==> src/rtl/sa2_stream_ctrl.sv <==
// Stream controller for the 2x2 systolic array: loads a 4x4 operand and 3x3 kernel
// from a byte stream, runs the array with a timeout, then streams the 4 result bytes.
module sa2_stream_ctrl #(
    parameter int unsigned TIMEOUT = 64
) (
    input  logic       clk,
    input  logic       reset,
    input  logic       in_valid,
    output logic       in_ready,
    input  logic [7:0] in_data,
    output logic [7:0] a11,
    output logic [7:0] a12,
    output logic [7:0] a13,
    output logic [7:0] a14,
    output logic [7:0] a21,
    output logic [7:0] a22,
    output logic [7:0] a23,
    output logic [7:0] a24,
    output logic [7:0] a31,
    output logic [7:0] a32,
    output logic [7:0] a33,
    output logic [7:0] a34,
    output logic [7:0] a41,
    output logic [7:0] a42,
    output logic [7:0] a43,
    output logic [7:0] a44,
    output logic [7:0] b11,
    output logic [7:0] b12,
    output logic [7:0] b13,
    output logic [7:0] b21,
    output logic [7:0] b22,
    output logic [7:0] b23,
    output logic [7:0] b31,
    output logic [7:0] b32,
    output logic [7:0] b33,
    output logic       active_sa2,
    input  logic       done_sa2,
    input  logic [7:0] c11,
    input  logic [7:0] c12,
    input  logic [7:0] c21,
    input  logic [7:0] c22,
    output logic       out_valid,
    input  logic       out_ready,
    output logic [7:0] out_data,
    output logic       out_last,
    output logic       err_timeout
);

    localparam int unsigned CW = (TIMEOUT > 1) ? $clog2(TIMEOUT) : 1;
    localparam logic [CW-1:0] CNT_LAST = CW'(TIMEOUT - 1);

    typedef enum logic [1:0] {LOAD, RUN, SEND} state_t;

    state_t          r_state;
    logic [4:0]      r_idx;
    logic [CW-1:0]   r_cnt;
    logic [1:0]      r_oidx;
    logic [7:0]      r_a [16];
    logic [7:0]      r_b [9];
    logic [7:0]      r_c [4];
    logic            r_in_ready;
    logic            r_active;
    logic            r_out_valid;
    logic [7:0]      r_out_data;
    logic            r_out_last;
    logic            r_err;
    logic            w_in_fire;

    assign w_in_fire = in_valid & r_in_ready;

    always_ff @(posedge clk or negedge reset) begin
        if (!reset) begin
            r_state     <= LOAD;
            r_idx       <= '0;
            r_cnt       <= '0;
            r_oidx      <= '0;
            r_in_ready  <= 1'b0;
            r_active    <= 1'b0;
            r_out_valid <= 1'b0;
            r_out_data  <= '0;
            r_out_last  <= 1'b0;
            r_err       <= 1'b0;
            for (int unsigned i = 0; i < 16; i++) r_a[i] <= '0;
            for (int unsigned i = 0; i < 9; i++)  r_b[i] <= '0;
            for (int unsigned i = 0; i < 4; i++)  r_c[i] <= '0;
        end else begin
            case (r_state)
                LOAD: begin
                    r_in_ready <= 1'b1;
                    if (w_in_fire) begin
                        // Indices 16..24 map onto b via the low nibble (16 -> 0 .. 24 -> 8).
                        if (r_idx[4]) r_b[r_idx[3:0]] <= in_data;
                        else          r_a[r_idx[3:0]] <= in_data;
                        if (r_idx == 5'd0) r_err <= 1'b0;
                        if (r_idx == 5'd24) begin
                            r_idx      <= '0;
                            r_cnt      <= '0;
                            r_state    <= RUN;
                            r_in_ready <= 1'b0;
                            r_active   <= 1'b1;
                        end else begin
                            r_idx <= r_idx + 5'd1;
                        end
                    end
                end
                RUN: begin
                    if (done_sa2) begin
                        r_c[0]      <= c11;
                        r_c[1]      <= c12;
                        r_c[2]      <= c21;
                        r_c[3]      <= c22;
                        r_active    <= 1'b0;
                        r_state     <= SEND;
                        r_oidx      <= '0;
                        r_out_valid <= 1'b1;
                        r_out_data  <= c11;
                        r_out_last  <= 1'b0;
                    end else if (r_cnt == CNT_LAST) begin
                        r_err      <= 1'b1;
                        r_active   <= 1'b0;
                        r_state    <= LOAD;
                        r_in_ready <= 1'b1;
                    end else begin
                        r_cnt <= r_cnt + 1'b1;
                    end
                end
                SEND: begin
                    if (out_ready) begin
                        if (r_oidx == 2'd3) begin
                            r_out_valid <= 1'b0;
                            r_out_last  <= 1'b0;
                            r_out_data  <= '0;
                            r_oidx      <= '0;
                            r_state     <= LOAD;
                            r_in_ready  <= 1'b1;
                        end else begin
                            r_oidx     <= r_oidx + 2'd1;
                            r_out_data <= r_c[r_oidx + 2'd1];
                            r_out_last <= (r_oidx == 2'd2);
                        end
                    end
                end
                default: r_state <= LOAD;
            endcase
        end
    end

    assign in_ready    = r_in_ready;
    assign active_sa2  = r_active;
    assign out_valid   = r_out_valid;
    assign out_data    = r_out_data;
    assign out_last    = r_out_last;
    assign err_timeout = r_err;

    assign a11 = r_a[0];
    assign a12 = r_a[1];
    assign a13 = r_a[2];
    assign a14 = r_a[3];
    assign a21 = r_a[4];
    assign a22 = r_a[5];
    assign a23 = r_a[6];
    assign a24 = r_a[7];
    assign a31 = r_a[8];
    assign a32 = r_a[9];
    assign a33 = r_a[10];
    assign a34 = r_a[11];
    assign a41 = r_a[12];
    assign a42 = r_a[13];
    assign a43 = r_a[14];
    assign a44 = r_a[15];
    assign b11 = r_b[0];
    assign b12 = r_b[1];
    assign b13 = r_b[2];
    assign b21 = r_b[3];
    assign b22 = r_b[4];
    assign b23 = r_b[5];
    assign b31 = r_b[6];
    assign b32 = r_b[7];
    assign b33 = r_b[8];

endmodule

==> config.mk <==
export PLATFORM = sky130hd
export DESIGN_NAME = sa2_stream_ctrl
export DESIGN_NICKNAME = d
export VERILOG_FILES = /design/src/rtl/sa2_stream_ctrl.sv
export SDC_FILE = /design/constraint.sdc
export NUM_CORES = 1
export LEC_CHECK = 0
export CORE_UTILIZATION = 45
export DETAILED_ROUTE_END_ITERATION = 10
export PLACE_DENSITY = 0.74
export SYNTH_ARGS = -nofsm -noshare
export SYNTH_HDL_FRONTEND = slang
export SYNTH_SLANG_ARGS = --single-unit
==> constraint.sdc <==
create_clock -name clk -period 1.85 [get_ports clk]
set_clock_uncertainty 0.1 [all_clocks]
set_input_delay 0.185 -clock clk [delete_from_list [all_inputs] [get_ports clk]]
set_output_delay 0.185 -clock clk [all_outputs]
set_load 0.03 [all_outputs]
==> flow_summary.json <==
{
  "outcome": "finished, violations left",
  "violations": "negative setup slack",
  "dp_cells": 1314,
  "timing.critical_path.to_type": "register",
  "largest-register": "r_c",
  "drt_first_iter_violations": 281,
  "vias_per_cell": 5.22,
  "nFillCells": 1670,
  "routed-via-count": 7205,
  "complex_gate_fraction_of_the_synthesized_area_pct": 2.95,
  "finalInstanceArea_mm2": 0.0156,
  "clk_transition_reported_paths_ns": 0.06,
  "core_area_mm2": 0.0228,
  "final_antenna_net_count": 0,
  "worst_slew_pin_slew_ns": 0.392,
  "synth.yosys.seq_area_share_pct": 61.6,
  "timing.slew.headroom_pct": 74.0,
  "main_area_contributors_after_synthesis": "sky130_fd_sc_hd__dfrtp_1 (62%), sky130_fd_sc_hd__mux2_2 (25%), sky130_fd_sc_hd__mux4_2 (1.7%)",
  "hold_path_class": "in -> async",
  "largest_register_ff_count": 32,
  "power.internal_mw": 16.9,
  "share_seq_of_total_power_pct": 33.4,
  "cts_h_tree_depth": 1,
  "synth-edff-count": 0,
  "wl_per_cell_um": 20.5,
  "synth_cell_types": 42,
  "yosys_most_used_dff": "sky130_fd_sc_hd__dfrtp_1",
  "post_synth_inst_count": 714,
  "post-synth-top-area-cell": "sky130_fd_sc_hd__dfrtp_1",
  "syn_area_mm2": 0.0106,
  "critical_path_arrival_ns": 2.22,
  "final-hold-violation-count": 0,
  "initial_standard_cell_utilization_of_the_core_pct": 46.2,
  "layout_min_cycle_time_ns": 1.89,
  "antenna_cells_inserted": 0,
  "die_x_um": 155,
  "cts_num_sinks": 260,
  "combPwrFrac_pct": 46.1,
  "detailedPlacementHpwl_mm": 18.3,
  "fin_total_pwr_mw": 27.7,
  "startpoint_type": "register",
  "final.setup.worst_slack_ns": -0.0446,
  "totalNegativeSetupSlack_ns": -0.634,
  "switching_share_pct": 38.9,
  "net-switching-power_mw": 10.8,
  "synth_top_family_by_area": "multiplexers",
  "synthMuxAreaShare_pct": 26.9,
  "crit_required_ns": 2.17,
  "detail_route.drc_violations": 0,
  "final_util_pct": 68.2,
  "stdcell_count": 1381,
  "dr.pass1.iters": 4,
  "place_ws_ns": -0.223,
  "yosysTopAreaCellShare_pct": 61.6,
  "postSynthAreaPerCell_um2": 14.8,
  "irDropWorstVdd_mv": 0.991,
  "wirelength_mm": 28.3,
  "io-pin-count": 258,
  "global_route_wire_length_before_repair_mm": 42.9,
  "static_leak_nw": 8.50,
  "finalNetCount": 1103,
  "crit_path_max_fanout": 8,
  "fp.dieArea_mm2": 0.0241,
  "layout_commonest_cell": "sky130_fd_sc_hd__dfrtp_1",
  "die_y_um": 155,
  "area.growth.synth_to_final_pct": 47.5,
  "final_min_period_over_clock_period_pct": 102,
  "max_cap_viol_count": 0,
  "achievable-frequency_mhz": 528,
  "clockBufferDepth": 3,
  "power.density_cell_area_mw_per_mm2": 1780,
  "maxSlewViolCount": 0,
  "cts_made_buffers": 28,
  "most-common-layout-cells": "sky130_fd_sc_hd__dfrtp_1 (257), sky130_fd_sc_hd__mux2_2 (207), sky130_fd_sc_hd__dlygate4sd2_1 (162), sky130_fd_sc_hd__buf_4 (51), sky130_fd_sc_hd__dlymetal6s2s_1 (49)",
  "syn_warnings": 0,
  "rr_worst_depth": 8,
  "gpl.final_weighted_congestion": 0.790,
  "holdWs_ns": 0.0124,
  "first_global_vias": 7355,
  "syn-num-nets": 770,
  "postPlaceCellArea_mm2": 0.0141,
  "setup.worst_path.class": "reg -> reg",
  "ys_async_sr_fraction_pct": 100,
  "placement.io_buffers": 257,
  "num_rows": 55,
  "post_route_cells_drive_above_1_share_pct": 39.7,
  "globalRoute.totalOverflow": 0,
  "synth-seq-cells": 260,
  "cts_root_buffer": "sky130_fd_sc_hd__clkbuf_16",
  "grt_max_degree": 68,
  "gr_util_all_layers_pct": 23.0,
  "power_frac_clock_pct": 20.5,
  "synth-xor-area-share_pct": 0,
  "area_taken_by_multi_input_logic_gates_mm2": 0.00430,
  "initial_antenna_violation_count": 1,
  "rrSetupSlack_ns": -0.04,
  "post_synth_and_or_nand_nor_area_fraction_pct": 5.28,
  "register_area_mm2": 0.00651,
  "cts_tree": "done",
  "clk_latency_ns": 0.54,
  "rsz0062_at_grt": "true",
  "final-setup-viol-count": 25,
  "synthAdderAreaFrac_pct": 1.30
}
synthesized netlist by cell type, drive strengths merged (4+ instances only):
cell type / instances
a21oi: 22
buf: 13
clkbuf: 25
dfrtp: 260
ha: 11
inv: 11
mux2: 234
mux4: 8
nand2: 30
nand3: 15
nor2: 17
nor2b: 10
o211ai: 4
o21ai: 15
power groups by stage:
stage / Clock, mW / Combinational, mW / Sequential, mW
3_3_place_gp: 0 / 12.7 / 9.29
4_1_cts: 5.79 / 12.2 / 9.25
5_1_grt: 6.03 / 13.5 / 9.56
3_5_place_dp: 0 / 12.9 / 9.38
6_report: 5.70 / 12.8 / 9.27
2_1_floorplan: 0 / 3.71 / 12.9
cell families after synthesis:
family / Yosys count
compound gates: 54
fa+ha+maj: 11
buf+inv: 49
flops: 260
mux: 245
simple gates: 95
area by class of cell:
cell class	instances	share of cell area (%)
Clock buffer	42	5.29
Clock inverter	9	0.811
Inverter	11	0.265
Multi-Input combinational cell	405	27.6
Sequential cell	260	41.8
Tap cell	313	2.51
Timing Repair Buffer	341	21.7
metal layers:
layer	track usage (%)	share of wire, %	up-vias
met5	0	0	-
met4	5.28	2.0	0
met3	5.91	6.5	33
met2	38.5	49	209
met1	30.1	43	3740
li1	-	-	3223
timing repair:
action,in CTS,in global routing
buffers inserted,3,8
endpoints found under the setup margin,358,279
gates resized for setup,201,121
hold buffers,1,0
gates cloned,1,4
pin swaps,1,18
hold endpoints to repair,260,0
worst paths after layout:
kind | startpoint | endpoint
worst min-delay path | reset | b32[0]$_DFFE_PN0P_
worst min register to register | out_valid$_DFFE_PN0P_ | out_valid$_DFFE_PN0P_
max in group asynchronous | reset | a34[0]$_DFFE_PN0P_
min in group clk | c11[7] | out_data[7]$_DFFE_PN0P_
worst max register to register | r_state[1]$_DFFE_PN0P_ | b12[0]$_DFFE_PN0P_
worst max-delay path | r_state[1]$_DFFE_PN0P_ | b12[0]$_DFFE_PN0P_
critical path, cell delays in order (launching register included):
cell                      delay (ns)
sky130_fd_sc_hd__dfrtp_1        0.38
sky130_fd_sc_hd__inv_2          0.08
sky130_fd_sc_hd__ha_4           0.15
sky130_fd_sc_hd__buf_6          0.10
sky130_fd_sc_hd__nand4_1        0.16
sky130_fd_sc_hd__nor3_2         0.21
sky130_fd_sc_hd__buf_6          0.18
sky130_fd_sc_hd__nand2_4        0.11
sky130_fd_sc_hd__mux2_2         0.29
Note: power is estimated with default switching activity, not from simulation.
